--- config.mk ---
export PLATFORM = sky130hd
export DESIGN_NAME = ahbl_splitter_n_flat
export DESIGN_NICKNAME = d
export VERILOG_FILES = /design/src/rtl/ahbl_splitter_n_pkg.sv /design/src/rtl/ahbl_splitter_n_if.sv /design/src/rtl/ahbl_splitter_n_default_slave.sv /design/src/rtl/ahbl_splitter_n.sv /design/src/flat_wrapper.sv
export SDC_FILE = /design/constraint.sdc
export NUM_CORES = 1
export LEC_CHECK = 0
export BUFFER_PORTS_ARGS = -buffer_cell sky130_fd_sc_hd__buf_2
export CORE_AREA = 2 2 123 125
export DETAILED_ROUTE_END_ITERATION = 10
export DIE_AREA = 0 0 125 127
export GPL_TIMING_DRIVEN = 0
export HOLD_SLACK_MARGIN = 0.1
export PLACE_DENSITY = 0.47
export SYNTH_ARGS = -nofsm -noshare
export SYNTH_HDL_FRONTEND = slang
export SYNTH_SLANG_ARGS = --single-unit
--- constraint.sdc ---
create_clock -name HCLK -period 2.05 [get_ports HCLK]
set_input_delay 0.41 -clock HCLK [delete_from_list [all_inputs] [get_ports HCLK]]
set_output_delay 0.41 -clock HCLK [all_outputs]
set_load 0.05 [all_outputs]
--- src/rtl/ahbl_splitter_n_pkg.sv ---
// Shared types and constants for the AHB-Lite address splitter.
package ahbl_splitter_n_pkg;

  localparam int unsigned HADDR_W     = 32;
  localparam int unsigned HDATA_W     = 32;
  localparam int unsigned HTRANS_W    = 2;

  localparam int unsigned DEF_NS      = 7;
  localparam int unsigned DEF_TAG_W   = 4;
  localparam int unsigned DEF_TAG_LSB = 28;
  localparam logic [DEF_NS*DEF_TAG_W-1:0] DEF_TAGS =
    {4'h8, 4'h7, 4'h6, 4'h5, 4'h4, 4'h2, 4'h0};

  typedef enum logic [HTRANS_W-1:0] {
    HTRANS_IDLE   = 2'd0,
    HTRANS_BUSY   = 2'd1,
    HTRANS_NONSEQ = 2'd2,
    HTRANS_SEQ    = 2'd3
  } htrans_e;

  typedef enum logic [1:0] {
    ST_OK   = 2'd0,
    ST_ERR1 = 2'd1,
    ST_ERR2 = 2'd2
  } err_state_e;

  // Data-phase response as returned to the master.
  typedef struct packed {
    logic               hready;
    logic               hresp;
    logic [HDATA_W-1:0] hrdata;
  } ahbl_rsp_t;

endpackage

--- src/rtl/ahbl_splitter_n_if.sv ---
// Master-side AHB-Lite signals plus the fanned-out slave-side signals of the splitter.
interface ahbl_splitter_n_if
  import ahbl_splitter_n_pkg::*;
#(
  parameter int unsigned NS = DEF_NS
) ();

  logic [HADDR_W-1:0]    HADDR;
  logic [HTRANS_W-1:0]   HTRANS;
  logic                  HREADY;
  logic                  HRESP;
  logic [HDATA_W-1:0]    HRDATA;
  logic [NS-1:0]         S_HSEL;
  logic [NS*HDATA_W-1:0] S_HRDATA;
  logic [NS-1:0]         S_HREADYOUT;
  logic [NS-1:0]         S_HRESP;
  logic                  BUS_ERR;

  modport slave (
    input  HADDR, HTRANS, S_HRDATA, S_HREADYOUT, S_HRESP,
    output HREADY, HRESP, HRDATA, S_HSEL, BUS_ERR
  );

  modport master (
    output HADDR, HTRANS, S_HRDATA, S_HREADYOUT, S_HRESP,
    input  HREADY, HRESP, HRDATA, S_HSEL, BUS_ERR
  );

endinterface

--- src/rtl/ahbl_splitter_n_default_slave.sv ---
// Default slave for unmapped addresses: two-cycle ERROR response for active
// transfers, zero-wait OKAY otherwise, with a BUS_ERR pulse on the final error cycle.
module ahbl_default_slave
  import ahbl_splitter_n_pkg::*;
(
  input  logic i_clk,
  input  logic i_rst,
  input  logic i_hready,
  input  logic i_trans_act,
  input  logic i_unmapped,
  output logic o_hready,
  output logic o_hresp,
  output logic o_bus_err
);

  err_state_e r_state;
  err_state_e w_state_nxt;
  logic       r_hready;
  logic       r_hresp;
  logic       r_bus_err;
  logic       w_hready_nxt;
  logic       w_hresp_nxt;
  logic       w_bus_err_nxt;
  logic       w_start;

  always_ff @(posedge i_clk) begin
    if (i_rst) begin
      r_state   <= ST_OK;
      r_hready  <= 1'b1;
      r_hresp   <= 1'b0;
      r_bus_err <= 1'b0;
    end else begin
      r_state   <= w_state_nxt;
      r_hready  <= w_hready_nxt;
      r_hresp   <= w_hresp_nxt;
      r_bus_err <= w_bus_err_nxt;
    end
  end

  // Outputs are decoded from the next state so they leave the flops aligned with the state.
  always_comb begin
    w_state_nxt   = r_state;
    w_start       = i_hready & i_trans_act & i_unmapped;
    unique case (r_state)
      ST_OK:   if (w_start) w_state_nxt = ST_ERR1;
      ST_ERR1: w_state_nxt = ST_ERR2;
      ST_ERR2: w_state_nxt = w_start ? ST_ERR1 : ST_OK;
      default: w_state_nxt = ST_OK;
    endcase
    w_hready_nxt  = (w_state_nxt != ST_ERR1);
    w_hresp_nxt   = (w_state_nxt != ST_OK);
    w_bus_err_nxt = (w_state_nxt == ST_ERR2);
  end

  assign o_hready  = r_hready;
  assign o_hresp   = r_hresp;
  assign o_bus_err = r_bus_err;

endmodule

--- src/rtl/ahbl_splitter_n.sv ---
// AHB-Lite 1-to-NS splitter: tag-based address decode, data-phase response mux,
// and an internal default slave that answers unmapped addresses.
module ahbl_splitter_n
  import ahbl_splitter_n_pkg::*;
#(
  parameter int unsigned           NS      = DEF_NS,
  parameter int unsigned           TAG_W   = DEF_TAG_W,
  parameter int unsigned           TAG_LSB = DEF_TAG_LSB,
  parameter logic [NS*TAG_W-1:0]   TAGS    = (NS*TAG_W)'(DEF_TAGS)
) (
  input  logic          HCLK,
  input  logic          HRESET,
  ahbl_splitter_n_if.slave bus
);

  logic [TAG_W-1:0] w_tag;
  logic [NS-1:0]    w_sel;
  logic             w_hit;
  logic [NS-1:0]    r_dsel;
  ahbl_rsp_t        w_slv_rsp;
  ahbl_rsp_t        w_def_rsp;
  ahbl_rsp_t        w_rsp;
  logic             w_def_hready;
  logic             w_def_hresp;
  logic             w_def_bus_err;
  logic             w_unused;

  assign w_tag    = bus.HADDR[TAG_LSB +: TAG_W];
  assign w_unused = ^{bus.HADDR, bus.HTRANS[0]};

  // Address decode: lowest matching index wins, no match selects the default slave.
  always_comb begin
    w_sel = '0;
    w_hit = 1'b0;
    for (int unsigned i = 0; i < NS; i++) begin
      if (!w_hit && (TAGS[i*TAG_W +: TAG_W] == w_tag)) begin
        w_sel[i] = 1'b1;
        w_hit    = 1'b1;
      end
    end
  end

  assign bus.S_HSEL = w_sel;

  always_ff @(posedge HCLK) begin
    if (HRESET) begin
      r_dsel <= '0;
    end else if (w_rsp.hready) begin
      r_dsel <= w_sel;
    end
  end

  always_comb begin
    w_slv_rsp = '0;
    for (int unsigned i = 0; i < NS; i++) begin
      if (r_dsel[i]) begin
        w_slv_rsp.hready = w_slv_rsp.hready | bus.S_HREADYOUT[i];
        w_slv_rsp.hresp  = w_slv_rsp.hresp  | bus.S_HRESP[i];
        w_slv_rsp.hrdata = w_slv_rsp.hrdata | bus.S_HRDATA[i*HDATA_W +: HDATA_W];
      end
    end
  end

  ahbl_default_slave u_default_slave (
    .i_clk       (HCLK),
    .i_rst       (HRESET),
    .i_hready    (w_rsp.hready),
    .i_trans_act (bus.HTRANS[1]),
    .i_unmapped  (~w_hit),
    .o_hready    (w_def_hready),
    .o_hresp     (w_def_hresp),
    .o_bus_err   (w_def_bus_err)
  );

  assign w_def_rsp = '{hready: w_def_hready, hresp: w_def_hresp, hrdata: '0};
  assign w_rsp     = (r_dsel == '0) ? w_def_rsp : w_slv_rsp;

  assign bus.HREADY  = w_rsp.hready;
  assign bus.HRESP   = w_rsp.hresp;
  assign bus.HRDATA  = w_rsp.hrdata;
  assign bus.BUS_ERR = w_def_bus_err;

endmodule

--- src/flat_wrapper.sv ---
// flat-port wrapper written by rule: the top's interface ports become plain ports
module ahbl_splitter_n_flat import ahbl_splitter_n_pkg::*;
#(
  parameter int unsigned           NS      = DEF_NS,
  parameter int unsigned           TAG_W   = DEF_TAG_W,
  parameter int unsigned           TAG_LSB = DEF_TAG_LSB,
  parameter logic [NS*TAG_W-1:0]   TAGS    = (NS*TAG_W)'(DEF_TAGS)
)
  (HCLK, HRESET, bus_HADDR, bus_HTRANS, bus_S_HRDATA, bus_S_HREADYOUT, bus_S_HRESP, bus_HREADY, bus_HRESP, bus_HRDATA, bus_S_HSEL, bus_BUS_ERR);
  ahbl_splitter_n_if #(.NS(NS)) bus_i ();
  input  logic HCLK;
  input  logic HRESET;
  input wire logic [$bits(bus_i.HADDR)-1:0] bus_HADDR;
  input wire logic [$bits(bus_i.HTRANS)-1:0] bus_HTRANS;
  input wire logic [$bits(bus_i.S_HRDATA)-1:0] bus_S_HRDATA;
  input wire logic [$bits(bus_i.S_HREADYOUT)-1:0] bus_S_HREADYOUT;
  input wire logic [$bits(bus_i.S_HRESP)-1:0] bus_S_HRESP;
  output wire logic [$bits(bus_i.HREADY)-1:0] bus_HREADY;
  output wire logic [$bits(bus_i.HRESP)-1:0] bus_HRESP;
  output wire logic [$bits(bus_i.HRDATA)-1:0] bus_HRDATA;
  output wire logic [$bits(bus_i.S_HSEL)-1:0] bus_S_HSEL;
  output wire logic [$bits(bus_i.BUS_ERR)-1:0] bus_BUS_ERR;
  assign bus_i.HADDR = bus_HADDR;
  assign bus_i.HTRANS = bus_HTRANS;
  assign bus_i.S_HRDATA = bus_S_HRDATA;
  assign bus_i.S_HREADYOUT = bus_S_HREADYOUT;
  assign bus_i.S_HRESP = bus_S_HRESP;
  assign bus_HREADY = bus_i.HREADY;
  assign bus_HRESP = bus_i.HRESP;
  assign bus_HRDATA = bus_i.HRDATA;
  assign bus_S_HSEL = bus_i.S_HSEL;
  assign bus_BUS_ERR = bus_i.BUS_ERR;
  ahbl_splitter_n #(.NS(NS), .TAG_W(TAG_W), .TAG_LSB(TAG_LSB), .TAGS(TAGS)) u_core (.HCLK(HCLK), .HRESET(HRESET), .bus(bus_i));
endmodule
==> flow_summary.html, run 1 <==
<table>
<tr><th>Metric</th><th>Value</th></tr>
<tr><th colspan="2">Outcome</th></tr>
<tr><td>Run status</td><td>finished, violations left</td></tr>
<tr><td>Violated checks</td><td>negative setup slack</td></tr>
<tr><th colspan="2">Timing</th></tr>
<tr><td>Min Clock Period, post-route</td><td>2.130 ns</td></tr>
<tr><td>Worst Clk Skew</td><td>0.0005347 ns</td></tr>
<tr><td>Upper clock frequency limit</td><td>0.4694 GHz</td></tr>
<tr><td>Period utilization</td><td>1.039</td></tr>
<tr><td>Pins Over Slew Limit</td><td>0</td></tr>
<tr><td>RSZ-0062 raised after global routing</td><td>yes</td></tr>
<tr><td>Number of hold violations in the final report</td><td>0</td></tr>
<tr><td>Slew at the pin closest to its max-slew limit</td><td>0.8429 ns</td></tr>
<tr><td>Final hold slack</td><td>0.4406 ns</td></tr>
<tr><td>Relative max-transition margin</td><td>0.4354</td></tr>
<tr><td>Crit path setup slack, layout</td><td>-0.08028 ns</td></tr>
<tr><td>Final setup vio count</td><td>7</td></tr>
<tr><th colspan="2">Critical path</th></tr>
<tr><td>Critical Path Source</td><td>u_core.r_dsel[4]</td></tr>
<tr><td>Data arrival, critical path</td><td>1.72 ns</td></tr>
<tr><td>Critical path endpoint category</td><td>output port</td></tr>
<tr><td>Worst reg2reg startpoint</td><td>u_core.r_dsel[4]</td></tr>
<tr><td>CP Launch Type</td><td>register</td></tr>
<tr><td>Critical path type</td><td>register to output port</td></tr>
<tr><td>Data required, critical path</td><td>1.64 ns</td></tr>
<tr><td>CP Max Fanout</td><td>6</td></tr>
<tr><th colspan="2">GRT</th></tr>
<tr><td>Vias in the first global route</td><td>3,562</td></tr>
<tr><td>Wire length of the first global-routing pass</td><td>20,000 um</td></tr>
<tr><td>Initial antenna violation count</td><td>1</td></tr>
<tr><td>GRT Total Usage</td><td>0.1634</td></tr>
<tr><td>Pin count of the biggest net entering global routing</td><td>11</td></tr>
<tr><td>Leftover overflow at the end of global routing</td><td>0</td></tr>
<tr><th colspan="2">Drt</th></tr>
<tr><td>Violation count after the first detailed-routing iteration</td><td>316</td></tr>
<tr><td>DRC errors left</td><td>0</td></tr>
<tr><td>Pre-Repair DR Iteration Count</td><td>7</td></tr>
<tr><td>Count of antenna-violating nets left after detailed routing</td><td>0</td></tr>
<tr><td>Number of vias per cell after detailed routing</td><td>4.957</td></tr>
<tr><td>Average wire length per cell after detail routing</td><td>20.49 um</td></tr>
<tr><td>Routed Wire Length</td><td>14,390 um</td></tr>
<tr><td>Vias</td><td>3,480</td></tr>
<tr><th colspan="2">Floorplanning</th></tr>
<tr><td>Floorplan die width</td><td>125 um</td></tr>
<tr><td>Floorplan Core Area</td><td>14,420 um2</td></tr>
<tr><td>Initial core utilization</td><td>0.1126</td></tr>
<tr><td>Die Y-Extent</td><td>127 um</td></tr>
<tr><td>Area of the die</td><td>15,880 um2</td></tr>
<tr><td>IO Pins</td><td>316</td></tr>
<tr><td>Core Rows</td><td>44</td></tr>
<tr><th colspan="2">Synth</th></tr>
<tr><td>Synthesized area</td><td>1624 um2</td></tr>
<tr><td>Distinct cell type count after synthesis</td><td>26</td></tr>
<tr><td>Number of synthesized register bits</td><td>11</td></tr>
<tr><td>Yosys top cell area share</td><td>0.3051</td></tr>
<tr><td>Cells after synthesis</td><td>213</td></tr>
<tr><td>Number of warnings issued by yosys</td><td>0</td></tr>
<tr><td>Leading cell types by count after synthesis</td><td>66 x sky130_fd_sc_hd__a22oi_1, 34 x sky130_fd_sc_hd__a222oi_1, 34 x sky130_fd_sc_hd__nand3_1, 23 x sky130_fd_sc_hd__clkbuf_1, 11 x sky130_fd_sc_hd__dfxtp_1</td></tr>
<tr><td>Mapped Nets</td><td>487</td></tr>
<tr><td>Post-synthesis sequential area ratio</td><td>0.1356</td></tr>
<tr><td>Synth Flop Type</td><td>sky130_fd_sc_hd__dfxtp_1</td></tr>
<tr><td>Count of flip-flops with a built-in enable after synthesis</td><td>0</td></tr>
<tr><td>Post-Syn Area per Cell</td><td>7.625 um2</td></tr>
<tr><td>Post-synthesis async set-or-reset flop share</td><td>0</td></tr>
<tr><td>Dominant cell by count in the synthesized netlist</td><td>sky130_fd_sc_hd__a22oi_1</td></tr>
<tr><td>Top post-synthesis cells by area</td><td>sky130_fd_sc_hd__a22oi_1 31%, sky130_fd_sc_hd__a222oi_1 21%, sky130_fd_sc_hd__dfxtp_1 14%</td></tr>
<tr><td>Cell taking the most area after synthesis</td><td>sky130_fd_sc_hd__a22oi_1</td></tr>
<tr><th colspan="2">Finish</th></tr>
<tr><td>Core Util, Final</td><td>0.2701</td></tr>
<tr><td>Number of nets in the layout</td><td>792</td></tr>
<tr><td>Area Growth Syn to Fin</td><td>139.9%</td></tr>
<tr><td>Fraction of layout cells with a size suffix above 1</td><td>0.6847</td></tr>
<tr><th colspan="2">Clock tree</th></tr>
<tr><td>CTS Buf Count</td><td>3</td></tr>
<tr><td>Number of H-tree levels</td><td>1</td></tr>
<tr><td>Post-CTS clock slew at the launch and capture registers of the worst setup and hold paths</td><td>0.04 ns</td></tr>
<tr><td>Max Root-Sink Buffers</td><td>2</td></tr>
<tr><td>Cell chosen for the clock root</td><td>sky130_fd_sc_hd__clkbuf_16</td></tr>
<tr><td>Clock net sink count</td><td>11</td></tr>
<tr><td>TritonCTS clock tree</td><td>built</td></tr>
<tr><td>Insertion delay to the later sink of the worst-skew pair</td><td>0.24 ns</td></tr>
<tr><th colspan="2">Job</th></tr>
<tr><td>Reported max-cap violation count</td><td>0</td></tr>
<tr><th colspan="2">Placement</th></tr>
<tr><td>Number of port buffers</td><td>286</td></tr>
<tr><td>Detailed placement HPWL</td><td>11,240 um</td></tr>
<tr><td>Placer Congestion</td><td>0.9507</td></tr>
<tr><th colspan="2">Power and ir drop</th></tr>
<tr><td>Max IR drop VDD</td><td>239.7 uV</td></tr>
<tr><td>P per Cell Area</td><td>478.1 nW/um2</td></tr>
<tr><td>Static leakage power</td><td>1.993 nW</td></tr>
<tr><th colspan="2">Min path</th></tr>
<tr><td>Hold Path Origin</td><td>u_core.u_default_slave.r_state[1]</td></tr>
<tr><td>Class of the tightest hold or removal check</td><td>register to register</td></tr>
</table>
==> worst max-delay path, cell delays in order (launching register included) <==
cell and delay [ns]:
sky130_fd_sc_hd__dfxtp_1 0.30, sky130_fd_sc_hd__buf_6 0.13, sky130_fd_sc_hd__clkbuf_16 0.15, sky130_fd_sc_hd__a222oi_1 0.54, sky130_fd_sc_hd__nand3_1 0.16, sky130_fd_sc_hd__buf_6 0.19
==> routing by layer <==
metal  GRT usage  routed length [um]
met5           0                   0
met4     0.06209                 482
met1      0.1818                5366
met2      0.3181                7512
met3     0.01759                1025
==> layout make-up <==
cell class / instances / area [um2]
Antenna cell: 1 / 2.502
Timing Repair Buffer: 304 / 1730
Clock buffer: 4 / 78.83
Multi-Input combinational cell: 170 / 1363
Sequential cell: 11 / 226.5
Tap cell: 184 / 230.2
Fill cell: 1590 / 10530
Buffer: 25 / 254.0
Inverter: 3 / 11.26
==> stage by stage <==
stage | setup slack (ns) | cells | instance area, um2 | power, mW | setup TNS (ns)
floorplan | -0.04074 | 213 | 1648 | 0.8824 | -0.1219
global placement | -0.5574 | 683 | 3309 | 1.321 | -11.08
detailed placement | -0.5233 | 683 | 3309 | 1.330 | -11.43
CTS | -0.2013 | 692 | 3645 | 1.783 | -0.4273
global route | -0.2796 | 702 | 3896 | 1.950 | -1.064
finish | -0.08028 | 702 | 3896 | 1.863 | -0.2641
==> logic make-up after synthesis <==
kind of cell,Yosys count,synth area share
compound gates,115,0.5901
buf+inv,32,0.08936
flops,11,0.1356
simple gates,55,0.1849
==> flip-flops by register name (all words and copies together) (netlist names) <==
name	cells
u_core.r_dsel	7
u_core.u_default_slave.o_hready	1
u_core.u_default_slave.o_hresp	1
u_core.u_default_slave.r_state	2
==> power breakdown <==
group	switching, mW	internal (mW)	total [mW]
Clock	0.0948	0.261	0.356
Sequential	0.0173	0.227	0.244
Combinational	0.756	0.507	1.26
==> timing repair <==
item                                    4_1_cts  5_1_grt
resized for setup                            76       49
endpoints found under the hold margin         0        0
hold buffers                                  0        0
endpoints found under the setup margin       34       25
setup buffers                                 9        7
gates cloned                                  0        2
pin swaps                                    13       14
==> layout by cell type, fill, tap and decap left out, types with 2 or more instances in the layout <==
cell type                   instances
sky130_fd_sc_hd__nor3_1             4
sky130_fd_sc_hd__clkbuf_4           9
sky130_fd_sc_hd__clkbuf_2           3
sky130_fd_sc_hd__clkbuf_16          6
sky130_fd_sc_hd__o21ai_0            2
sky130_fd_sc_hd__buf_12             2
sky130_fd_sc_hd__dfxtp_2            2
sky130_fd_sc_hd__a22oi_1           57
sky130_fd_sc_hd__a22oi_2            9
sky130_fd_sc_hd__dfxtp_1            8
sky130_fd_sc_hd__buf_8              2
sky130_fd_sc_hd__a222oi_1          34
sky130_fd_sc_hd__inv_1              3
sky130_fd_sc_hd__nand3_2            2
sky130_fd_sc_hd__nor2_1             2
sky130_fd_sc_hd__buf_4             20
sky130_fd_sc_hd__a32o_1             4
sky130_fd_sc_hd__buf_2            266
sky130_fd_sc_hd__a31o_1             4
sky130_fd_sc_hd__clkbuf_8           2
sky130_fd_sc_hd__nand3_1           32
sky130_fd_sc_hd__nor3b_1            4
sky130_fd_sc_hd__buf_6             22
==> final timing paths <==
check | depth (start not counted) | end | slack, ns
worst min register to register | 1 | u_core.u_default_slave.r_state[1] | 0.44
worst min-delay path | 1 | u_core.u_default_slave.r_state[1] | 0.44
worst max-delay path | 5 | bus_HRDATA[30] | -0.08
worst max register to register | 8 | u_core.r_dsel[2] | 0.22
Power figures use the tool's default switching activity.
==> inputs of run 2 (changes only) <==
--- a/config.mk
+++ b/config.mk
@@ -5,13 +5,14 @@
 export SDC_FILE = /design/constraint.sdc
 export NUM_CORES = 1
 export LEC_CHECK = 0
+export ABC_AREA = 1
 export BUFFER_PORTS_ARGS = -buffer_cell sky130_fd_sc_hd__buf_2
-export CORE_AREA = 2 2 123 125
+export CORE_AREA = 2 2 122 124
 export DETAILED_ROUTE_END_ITERATION = 10
-export DIE_AREA = 0 0 125 127
+export DIE_AREA = 0 0 124 126
 export GPL_TIMING_DRIVEN = 0
 export HOLD_SLACK_MARGIN = 0.1
-export PLACE_DENSITY = 0.47
+export PLACE_DENSITY = 0.52
 export SYNTH_ARGS = -nofsm -noshare
 export SYNTH_HDL_FRONTEND = slang
 export SYNTH_SLANG_ARGS = --single-unit
==> run 2 against run 1 <==
  * The run now ends clean
  * Clock skew up 0.0013 ns
  * Sequential power up 20%
  * Count of clock-buffer cells in the layout unchanged
  * Global-route usage about the same
  * Clock power about the same
  * Maximum frequency up 6.5%
  * Via count up 9.1%
  * Cell count up 24%
  * Combinational power rose to 3.9 times the previous value
==> flow_summary.html, run 2 <==
<table>
<tr><th>Metric</th><th>Value</th></tr>
<tr><th colspan="2">Clock tree</th></tr>
<tr><td>Insertion delay to the later sink of the worst-skew pair</td><td>0.24 ns (about the same)</td></tr>
<tr><td>Max Root-Sink Buffers</td><td>2 (unchanged)</td></tr>
<tr><td>Post-CTS clock slew at the launch and capture registers of the worst setup and hold paths</td><td>0.04 ns (about the same)</td></tr>
<tr><td>TritonCTS clock tree</td><td>built</td></tr>
<tr><td>Hold buffer count at CTS</td><td>0 (unchanged)</td></tr>
<tr><td>Cell chosen for the clock root</td><td>sky130_fd_sc_hd__clkbuf_16</td></tr>
<tr><td>Number of H-tree levels</td><td>1 (unchanged)</td></tr>
<tr><td>Clock net sink count</td><td>11 (unchanged)</td></tr>
<tr><td>CTS Buf Count</td><td>3 (unchanged)</td></tr>
<tr><th colspan="2">Critical path</th></tr>
<tr><td>Sum of buffers and inverters on the critical path</td><td>3 (unchanged)</td></tr>
<tr><td>Capture instance of the worst register-to-register path</td><td>u_core.r_dsel[2]</td></tr>
<tr><td>Worst setup path endpoint</td><td>bus_HRDATA[22]</td></tr>
<tr><td>Count of cells along the worst register-to-register path</td><td>10 (+2)</td></tr>
<tr><td>Slowest stage delay, CP</td><td>0.35 ns (-0.19 ns)</td></tr>
<tr><td>Library cell contributing the largest single delay on the critical path</td><td>sky130_fd_sc_hd__a221oi_2</td></tr>
<tr><td>Data required, critical path</td><td>1.64 ns (about the same)</td></tr>
<tr><td>Most frequent cell on the critical path</td><td>sky130_fd_sc_hd__buf_2</td></tr>
<tr><td>Worst reg2reg startpoint</td><td>u_core.r_dsel[4]</td></tr>
<tr><td>Critical path type</td><td>register to output port</td></tr>
<tr><td>Critical Path Source</td><td>u_core.r_dsel[4]</td></tr>
<tr><td>Data arrival, critical path</td><td>1.59 ns (-0.13 ns)</td></tr>
<tr><td>CP Max Fanout</td><td>10 (+4)</td></tr>
<tr><td>Critical Path, Cell by Cell</td><td>buf_6, buf_2, a221oi_2, nand3_1, buf_2</td></tr>
<tr><td>Cell family with most CP delay</td><td>buffers and inverters</td></tr>
<tr><td>Critical path endpoint category</td><td>output port</td></tr>
<tr><td>Worst path depth</td><td>5 (unchanged)</td></tr>
<tr><td>CP Launch Type</td><td>register</td></tr>
<tr><td>Setup slack on the worst flop-to-flop path</td><td>0.63 ns (+0.41 ns)</td></tr>
<tr><th colspan="2">Finish</th></tr>
<tr><td>Area Growth Syn to Fin</td><td>97.38%</td></tr>
<tr><td># diodes</td><td>0 (-1)</td></tr>
<tr><td>Number of nets in the layout</td><td>961 (+21%)</td></tr>
<tr><td>Most common cell after layout, fill and taps aside</td><td>sky130_fd_sc_hd__buf_2</td></tr>
<tr><td>Most frequent cells in the layout</td><td>260 x sky130_fd_sc_hd__buf_2, 189 x sky130_fd_sc_hd__nand2_1, 54 x sky130_fd_sc_hd__nand3_1, 29 x sky130_fd_sc_hd__buf_4, 22 x sky130_fd_sc_hd__a221oi_2</td></tr>
<tr><td>Flip-flop count of the largest register, all copies and words added</td><td>7 (unchanged)</td></tr>
<tr><td>Fraction of layout cells with a size suffix above 1</td><td>0.5437 (-0.1410)</td></tr>
<tr><td>Post-layout instance area</td><td>4245 um2 (+9.0%)</td></tr>
<tr><td>Regs by FF count</td><td>u_core.r_dsel x7, u_core.u_default_slave.r_state x2</td></tr>
<tr><td>Largest Register</td><td>u_core.r_dsel</td></tr>
<tr><td>Count of placed standard cells in the final layout, fillers left out</td><td>870 (+24%)</td></tr>
<tr><th colspan="2">Placement</th></tr>
<tr><td>Number of cells after detailed placement</td><td>863 (+26%)</td></tr>
<tr><td>Number of port buffers</td><td>286 (unchanged)</td></tr>
<tr><td>Placer Congestion</td><td>0.8403 (-12%)</td></tr>
<tr><td>Standard cell area after detailed placement</td><td>3812 um2 (+15%)</td></tr>
<tr><td>Detailed placement HPWL</td><td>11,150 um (-0.74%)</td></tr>
<tr><th colspan="2">Floorplanning</th></tr>
<tr><td>Floorplan die width</td><td>124 um (-0.80%)</td></tr>
<tr><td>Initial core utilization</td><td>0.1503 (+0.03767)</td></tr>
<tr><td>IO Pins</td><td>316 (unchanged)</td></tr>
<tr><td>Area of the die</td><td>15,620 um2 (-1.6%)</td></tr>
<tr><td>Core Rows</td><td>44 (unchanged)</td></tr>
<tr><td>Floorplan Core Area</td><td>14,310 um2 (-0.76%)</td></tr>
<tr><td>Die Y-Extent</td><td>126 um (-0.79%)</td></tr>
<tr><th colspan="2">Drt</th></tr>
<tr><td>Routed Wire Length</td><td>14,000 um (-2.7%)</td></tr>
<tr><td>Number of vias per cell after detailed routing</td><td>4.363 (-12%)</td></tr>
<tr><td>Pre-Repair DR Iteration Count</td><td>4 (-3)</td></tr>
<tr><td>Count of antenna-violating nets left after detailed routing</td><td>0 (unchanged)</td></tr>
<tr><td>Vias</td><td>3,796 (+9.1%)</td></tr>
<tr><td>DRC errors left</td><td>0 (unchanged)</td></tr>
<tr><td>Violation count after the first detailed-routing iteration</td><td>139 (-56%)</td></tr>
<tr><td>Average wire length per cell after detail routing</td><td>16.10 um (-21%)</td></tr>
<tr><th colspan="2">Timing</th></tr>
<tr><td>RSZ-0062 raised after global routing</td><td>yes</td></tr>
<tr><td>Final setup vio count</td><td>0 (-7)</td></tr>
<tr><td>Pins Over Slew Limit</td><td>0 (unchanged)</td></tr>
<tr><td>Number of hold violations in the final report</td><td>0 (unchanged)</td></tr>
<tr><td>Relative max-transition margin</td><td>0.8073 (+0.3719)</td></tr>
<tr><td>Final hold slack</td><td>0.3541 ns (-0.08646 ns)</td></tr>
<tr><td>Total Neg Setup Slack</td><td>0 ns (+0.2641 ns)</td></tr>
<tr><td>Upper clock frequency limit</td><td>0.4998 GHz (+6.5%)</td></tr>
<tr><td>Slew at the pin closest to its max-slew limit</td><td>0.2891 ns (-0.5539 ns)</td></tr>
<tr><td>Period utilization</td><td>0.9760 (-0.06316)</td></tr>
<tr><td>Min Clock Period, post-route</td><td>2.001 ns (-0.1295 ns)</td></tr>
<tr><td>Worst Clk Skew</td><td>0.001879 ns (+0.001345 ns)</td></tr>
<tr><th colspan="2">Power and ir drop</th></tr>
<tr><td>Internal power</td><td>2.243 mW (+130%)</td></tr>
<tr><td>P per Cell Area</td><td>1315 nW/um2 (+180%)</td></tr>
<tr><td>Clock power share</td><td>0.064 (-0.127)</td></tr>
<tr><td>Net switching share of the total power</td><td>0.5981 (+0.1322)</td></tr>
<tr><td>Part of the power in registers</td><td>0.053 (-0.078)</td></tr>
<tr><td>Share of power burned in combinational logic</td><td>0.883 (+0.205)</td></tr>
<tr><td>Static leakage power</td><td>2.392 nW (+20%)</td></tr>
<tr><td>Net switching power of the design</td><td>3.339 mW (+280%)</td></tr>
<tr><td>Max IR drop VDD</td><td>648.5 uV (+170%)</td></tr>
<tr><th colspan="2">Synth</th></tr>
<tr><td>Synthesized area</td><td>2151 um2 (+32%)</td></tr>
<tr><td>Post-synthesis sequential area ratio</td><td>0.1024 (-0.03321)</td></tr>
<tr><td>Post-synthesis async set-or-reset flop share</td><td>0 (unchanged)</td></tr>
<tr><td>Dominant cell by count in the synthesized netlist</td><td>sky130_fd_sc_hd__nand2_1</td></tr>
<tr><td>Post-Syn Area per Cell</td><td>5.473 um2 (-28%)</td></tr>
<tr><td>Synth Area in Compound Gates</td><td>0.1798 (-0.4104)</td></tr>
<tr><td>Number of warnings issued by yosys</td><td>0 (unchanged)</td></tr>
<tr><td>Synthesized-area fraction occupied by and/or/nand/nor cells</td><td>0.5887 (+0.4038)</td></tr>
<tr><td>Area share of fa/ha/maj cells after synthesis</td><td>0 (unchanged)</td></tr>
<tr><td>Leading cell types by count after synthesis</td><td>189 x sky130_fd_sc_hd__nand2_1, 56 x sky130_fd_sc_hd__nand3_1, 29 x sky130_fd_sc_hd__a221oi_1, 15 x sky130_fd_sc_hd__inv_1, 14 x sky130_fd_sc_hd__nor2_1</td></tr>
<tr><td>Yosys top cell area share</td><td>0.3298 (+0.02476)</td></tr>
<tr><td>Dominant combinational cell family by area after synthesis</td><td>simple AND/OR/NAND/NOR gates</td></tr>
<tr><td>Synth Flop Type</td><td>sky130_fd_sc_hd__dfxtp_1</td></tr>
<tr><td>XOR/XNOR Fraction of Synth Area</td><td>0 (unchanged)</td></tr>
<tr><td>Distinct cell type count after synthesis</td><td>28 (+7.7%)</td></tr>
<tr><td>Mapped Nets</td><td>667 (+37%)</td></tr>
<tr><td>Cells after synthesis</td><td>393 (+85%)</td></tr>
<tr><td>Multiplexer share of the synthesized area</td><td>0 (unchanged)</td></tr>
<tr><td>Top post-synthesis cells by area</td><td>sky130_fd_sc_hd__nand2_1 33%, sky130_fd_sc_hd__nand3_1 13%, sky130_fd_sc_hd__a221oi_1 12%</td></tr>
<tr><td>Count of flip-flops with a built-in enable after synthesis</td><td>0 (unchanged)</td></tr>
<tr><td>Cell taking the most area after synthesis</td><td>sky130_fd_sc_hd__nand2_1</td></tr>
<tr><td>Number of synthesized register bits</td><td>11 (unchanged)</td></tr>
<tr><th colspan="2">Outcome</th></tr>
<tr><td>Run status</td><td>finished, final reports clean</td></tr>
<tr><th colspan="2">Min path</th></tr>
<tr><td>Class of the tightest hold or removal check</td><td>input port to register</td></tr>
<tr><th colspan="2">GRT</th></tr>
<tr><td>Wire length of the first global-routing pass</td><td>19,530 um (-2.4%)</td></tr>
<tr><td>Leftover overflow at the end of global routing</td><td>0 (unchanged)</td></tr>
<tr><td>Initial antenna violation count</td><td>0 (-1)</td></tr>
<tr><td>Pin count of the biggest net entering global routing</td><td>11 (unchanged)</td></tr>
<tr><td>GRT Total Usage</td><td>0.1635 (about the same)</td></tr>
<tr><td>Vias in the first global route</td><td>3,536 (-0.73%)</td></tr>
<tr><th colspan="2">Job</th></tr>
<tr><td>Reported max-cap violation count</td><td>0 (unchanged)</td></tr>
</table>
## run 2: cell count changes in the layout (fill, tap and decap cells not counted), sizes merged, moves of 8 or more
cell / before / now
a21oi: 0 / 9
a221oi: 1 / 29
a222oi: 34 / 0
a22oi: 66 / 0
clkbuf: 21 / 13
inv: 3 / 21
nand2: 2 / 194
nand3: 34 / 59
nand4: 0 / 11
nor2: 3 / 19
## run 2: stage by stage
| stage | total power [mW] | util | setup WS [ns] |
|---|---|---|---|
| floorplan | 3.447 | - | 0.2232 |
| global placement | 4.640 | 0.2663 | -0.1588 |
| detailed placement | 4.640 | 0.2663 | -0.1338 |
| CTS | 5.236 | 0.2823 | 0.003433 |
| global route | 5.952 | 0.2966 | -0.04662 |
| finish | 5.582 | 0.2966 | 0.04920 |
## run 2: what timing repair did
item,in CTS,in global routing
pin swaps,1,5
gates resized for setup,50,63
setup endpoints to repair,34,31
setup buffers,0,3
## run 2: metal layers
metal	vias up	global-route usage	share of wire
li1	1916	-	-
met1	1692	0.2197	0.42
met2	176	0.2835	0.48
met3	12	0.01902	0.093
met4	0	0.02644	0.0077
met5	-	0	0
## run 2: area by class of cell
type,count,area (um2)
buffer,30,279.0
clock buffer,4,78.83
fill,1649,10070
inverter,21,81.33
multi-input combinational,331,1800
sequential,11,220.2
tap,184,230.2
timing repair buffer,289,1555
## run 2: worst min path at each step
stage                                                   end                         startpoint  depth (start not counted)
after global placement    u_core.u_default_slave.r_state[1]  u_core.u_default_slave.r_state[1]                          2
after CTS                 u_core.u_default_slave.r_state[1]                             HRESET                          2
after detailed placement  u_core.u_default_slave.r_state[1]  u_core.u_default_slave.r_state[1]                          2
final                     u_core.u_default_slave.r_state[1]                             HRESET                          2
after global routing      u_core.u_default_slave.r_state[1]                             HRESET                          2
after floorplan           u_core.u_default_slave.r_state[1]                             HRESET                          1
## run 2: worst register-to-register path: stages (launching register included)
cell                      delay (ns)
sky130_fd_sc_hd__dfxtp_1        0.31
sky130_fd_sc_hd__buf_6          0.18
sky130_fd_sc_hd__inv_4          0.05
sky130_fd_sc_hd__nand2_4        0.08
sky130_fd_sc_hd__nor2_8         0.05
sky130_fd_sc_hd__nand2_2        0.07
sky130_fd_sc_hd__nand3_4        0.11
sky130_fd_sc_hd__buf_8          0.15
sky130_fd_sc_hd__buf_4          0.14
sky130_fd_sc_hd__a21oi_1        0.12
sky130_fd_sc_hd__nor2_1         0.05
## run 2: power groups by stage
stage          registers [mW]  clock network, mW  logic, mW
2_1_floorplan           0.303                  0       3.14
3_3_place_gp            0.297                  0       4.34
4_1_cts                 0.294              0.364       4.58
6_report                0.294              0.358       4.93
3_5_place_dp            0.298                  0       4.34
5_1_grt                 0.298              0.376       5.28
## run 2: cell families after synthesis
| kind of cell | after synthesis |
|---|---|
| buffers and inverters | 51 |
| AOI/OAI and AO/OA | 46 |
| and+or+nand+nor | 285 |
| DFF | 11 |
==> inputs of run 3 (changes only) <==
--- a/config.mk
+++ b/config.mk
@@ -7,7 +7,10 @@
 export LEC_CHECK = 0
 export ABC_AREA = 1
 export BUFFER_PORTS_ARGS = -buffer_cell sky130_fd_sc_hd__buf_2
+export CAP_MARGIN = 20
 export CORE_AREA = 2 2 122 124
+export CTS_BUF_LIST = sky130_fd_sc_hd__clkbuf_8
+export CTS_CLUSTER_DIAMETER = 200
 export DETAILED_ROUTE_END_ITERATION = 10
 export DIE_AREA = 0 0 124 126
 export GPL_TIMING_DRIVEN = 0
==> run 3 against run 2 <==
  * Via count down 0.13%
  * Largest power group unchanged
  * Highest routed layer unchanged
  * First-iteration DRC count grew 14%
  * Worst setup slack got worse by 0.0085 ns
==> flow_summary.html, run 3 (same netlist as run 2, synthesis figures left out) <==
<table>
<tr><th>Metric</th><th>Value</th></tr>
<tr><th colspan="2">Placement</th></tr>
<tr><td>Number of port buffers</td><td>286 (unchanged)</td></tr>
<tr><td>Detailed placement HPWL</td><td>11,150 um (unchanged)</td></tr>
<tr><td>Placement-stage worst setup slack</td><td>-0.1338 ns (unchanged)</td></tr>
<tr><td>Standard cell area after detailed placement</td><td>3812 um2 (unchanged)</td></tr>
<tr><td>Placer Congestion</td><td>0.8403 (unchanged)</td></tr>
<tr><th colspan="2">Finish</th></tr>
<tr><td>Most common cell after layout, fill and taps aside</td><td>sky130_fd_sc_hd__buf_2</td></tr>
<tr><td>Area Growth Syn to Fin</td><td>95.40%</td></tr>
<tr><td># diodes</td><td>0 (unchanged)</td></tr>
<tr><td>Fill cell instance count of the final layout</td><td>1,657 (+0.49%)</td></tr>
<tr><td>Flip-flop and latch area</td><td>220.2 um2 (unchanged)</td></tr>
<tr><td>Regs by FF count</td><td>u_core.r_dsel x7, u_core.u_default_slave.r_state x2</td></tr>
<tr><td>Multi-input combinational cell area</td><td>1799 um2 (about the same)</td></tr>
<tr><td>Largest Register</td><td>u_core.r_dsel</td></tr>
<tr><td>Fraction of layout cells with a size suffix above 1</td><td>0.5431 (-0.0006661)</td></tr>
<tr><td>Flip-flop count of the largest register, all copies and words added</td><td>7 (unchanged)</td></tr>
<tr><td>Post-layout instance area</td><td>4203 um2 (-1.0%)</td></tr>
<tr><td>Most frequent cells in the layout</td><td>260 x sky130_fd_sc_hd__buf_2, 189 x sky130_fd_sc_hd__nand2_1, 53 x sky130_fd_sc_hd__nand3_1, 29 x sky130_fd_sc_hd__buf_4, 21 x sky130_fd_sc_hd__a221oi_2</td></tr>
<tr><td>Number of nets in the layout</td><td>960 (-0.10%)</td></tr>
<tr><th colspan="2">Power and ir drop</th></tr>
<tr><td>Total Power Consumption</td><td>5.412 mW (-3.0%)</td></tr>
<tr><td>Share of power burned in combinational logic</td><td>0.907 (+0.024)</td></tr>
<tr><td>Static leakage power</td><td>2.380 nW (-0.51%)</td></tr>
<tr><td>Net switching power of the design</td><td>3.324 mW (-0.45%)</td></tr>
<tr><td>P per Cell Area</td><td>1288 nW/um2 (-2.1%)</td></tr>
<tr><td>Net switching share of the total power</td><td>0.6141 (+0.01598)</td></tr>
<tr><td>Internal power</td><td>2.089 mW (-6.9%)</td></tr>
<tr><td>Part of the power in registers</td><td>0.054 (about the same)</td></tr>
<tr><td>Clock power share</td><td>0.039 (-0.025)</td></tr>
<tr><td>Max IR drop VDD</td><td>514.9 uV (-21%)</td></tr>
<tr><th colspan="2">Clock tree</th></tr>
<tr><td>Number of H-tree levels</td><td>1 (unchanged)</td></tr>
<tr><td>CTS Buf Count</td><td>3 (unchanged)</td></tr>
<tr><td>Clock net sink count</td><td>11 (unchanged)</td></tr>
<tr><td>Post-CTS clock slew at the launch and capture registers of the worst setup and hold paths</td><td>0.05 ns (about the same)</td></tr>
<tr><td>TritonCTS clock tree</td><td>built</td></tr>
<tr><td>Max Root-Sink Buffers</td><td>2 (unchanged)</td></tr>
<tr><td>Cell chosen for the clock root</td><td>sky130_fd_sc_hd__clkbuf_8</td></tr>
<tr><td>Hold buffer count at CTS</td><td>0 (unchanged)</td></tr>
<tr><td>Insertion delay to the later sink of the worst-skew pair</td><td>0.24 ns (about the same)</td></tr>
<tr><th colspan="2">Job</th></tr>
<tr><td>Reported max-cap violation count</td><td>0 (unchanged)</td></tr>
<tr><th colspan="2">Floorplanning</th></tr>
<tr><td>Area of the die</td><td>15,620 um2 (unchanged)</td></tr>
<tr><td>Floorplan Core Area</td><td>14,310 um2 (unchanged)</td></tr>
<tr><td>Core Rows</td><td>44 (unchanged)</td></tr>
<tr><td>Floorplan die width</td><td>124 um (unchanged)</td></tr>
<tr><td>Die Y-Extent</td><td>126 um (unchanged)</td></tr>
<tr><td>Initial core utilization</td><td>0.1503 (unchanged)</td></tr>
<tr><td>IO Pins</td><td>316 (unchanged)</td></tr>
<tr><th colspan="2">Timing</th></tr>
<tr><td>Upper clock frequency limit</td><td>0.4977 GHz (-0.42%)</td></tr>
<tr><td>Relative max-transition margin</td><td>0.8074 (about the same)</td></tr>
<tr><td>Min Clock Period, post-route</td><td>2.009 ns (+0.008475 ns)</td></tr>
<tr><td>Worst Clk Skew</td><td>0.002268 ns (+0.0003887 ns)</td></tr>
<tr><td>Pins Over Slew Limit</td><td>0 (unchanged)</td></tr>
<tr><td>Final setup vio count</td><td>0 (unchanged)</td></tr>
<tr><td>Total Neg Setup Slack</td><td>0 ns (unchanged)</td></tr>
<tr><td>Number of hold violations in the final report</td><td>0 (unchanged)</td></tr>
<tr><td>Crit path setup slack, layout</td><td>0.04073 ns (-0.008475 ns)</td></tr>
<tr><td>Slew at the pin closest to its max-slew limit</td><td>0.2889 ns (-0.0001572 ns)</td></tr>
<tr><td>Period utilization</td><td>0.9801 (+0.004134)</td></tr>
<tr><th colspan="2">Critical path</th></tr>
<tr><td>CP Launch Type</td><td>register</td></tr>
<tr><td>CP Max Fanout</td><td>10 (unchanged)</td></tr>
<tr><td>Data required, critical path</td><td>1.64 ns (about the same)</td></tr>
<tr><td>Data arrival, critical path</td><td>1.60 ns (about the same)</td></tr>
<tr><td>Worst reg2reg startpoint</td><td>u_core.r_dsel[4]</td></tr>
<tr><td>Critical path type</td><td>register to output port</td></tr>
<tr><td>Critical Path Source</td><td>u_core.r_dsel[3]</td></tr>
<tr><td>Critical path endpoint category</td><td>output port</td></tr>
<tr><th colspan="2">GRT</th></tr>
<tr><td>Pin count of the biggest net entering global routing</td><td>11 (unchanged)</td></tr>
<tr><td>Initial antenna violation count</td><td>0 (unchanged)</td></tr>
<tr><td>Leftover overflow at the end of global routing</td><td>0 (unchanged)</td></tr>
<tr><td>Vias in the first global route</td><td>3,520 (-0.45%)</td></tr>
<tr><td>GRT Total Usage</td><td>0.1629 (-0.0006500)</td></tr>
<tr><td>Wire length of the first global-routing pass</td><td>19,490 um (-0.18%)</td></tr>
<tr><th colspan="2">Drt</th></tr>
<tr><td>Routed Wire Length</td><td>14,000 um (about the same)</td></tr>
<tr><td>Pre-Repair DR Iteration Count</td><td>4 (unchanged)</td></tr>
<tr><td>Violation count after the first detailed-routing iteration</td><td>158 (+14%)</td></tr>
<tr><td>Number of vias per cell after detailed routing</td><td>4.362 (about the same)</td></tr>
<tr><td>DRC errors left</td><td>0 (unchanged)</td></tr>
<tr><td>Vias</td><td>3,791 (-0.13%)</td></tr>
<tr><td>Average wire length per cell after detail routing</td><td>16.11 um (+0.11%)</td></tr>
<tr><td>Count of antenna-violating nets left after detailed routing</td><td>0 (unchanged)</td></tr>
<tr><th colspan="2">Outcome</th></tr>
<tr><td>Run status</td><td>finished, final reports clean</td></tr>
<tr><th colspan="2">Min path</th></tr>
<tr><td>Hold Path Origin</td><td>HRESET</td></tr>
<tr><td>Class of the tightest hold or removal check</td><td>input port to register</td></tr>
</table>
==> run 3: layer usage <==
layer	global-route usage	vias to the layer above	part of all wire
met5	0	-	0
li1	-	1910	-
met3	0.01766	14	0.078
met1	0.2203	1700	0.44
met2	0.2825	167	0.48
met4	0.02445	0	0.0086
==> run 3: timing repair <==
item	CTS	global route
resized for setup	50	64
buffers inserted	0	2
endpoints found under the setup margin	34	31
pin swaps	1	6
==> run 3: worst paths after layout <==
check / end / slack, ns / depth (start not counted)
setup / recovery: bus_HRDATA[22] / 0.04 / 7
hold / removal: u_core.u_default_slave.r_state[1] / 0.36 / 2
setup reg to reg: u_core.r_dsel[6] / 0.61 / 10
hold reg to reg: u_core.u_default_slave.r_state[1] / 0.50 / 2
==> run 3: per-stage QoR <==
stage                     instances  utilization  hold WS [ns]
after detailed placement        863       0.2663        0.5086
after global routing            869       0.2936        0.3600
final                           869       0.2936        0.3567
after floorplan                 393            -        0.4816
after CTS                       867       0.2799        0.3576
after global placement          863       0.2663        0.4954
==> run 3: critical path, cell delays in order, from the launching register on <==
cell                       delay (ns)
sky130_fd_sc_hd__dfxtp_1         0.30
sky130_fd_sc_hd__buf_6           0.14
sky130_fd_sc_hd__clkbuf_8        0.18
sky130_fd_sc_hd__nand2_1         0.07
sky130_fd_sc_hd__nand3_1         0.08
sky130_fd_sc_hd__a221oi_2        0.25
sky130_fd_sc_hd__nand3_1         0.10
sky130_fd_sc_hd__buf_2           0.23
==> run 3: layout make-up <==
cell class	count	area share
Multi-Input combinational cell	331	0.4281
Timing Repair Buffer	288	0.3674
Buffer	30	0.06728
Tap cell	184	0.05478
Sequential cell	11	0.05240
Inverter	21	0.01935
Clock buffer	3	0.009824
Clock inverter	1	0.0008931
==> run 3: power groups by stage <==
stage,Clock [mW],Sequential [mW],Combinational [mW]
final,0.211,0.293,4.91
after global routing,0.230,0.298,5.24
after CTS,0.216,0.294,4.58
after detailed placement,0,0.298,4.34
after global placement,0,0.297,4.34
after floorplan,0,0.303,3.14
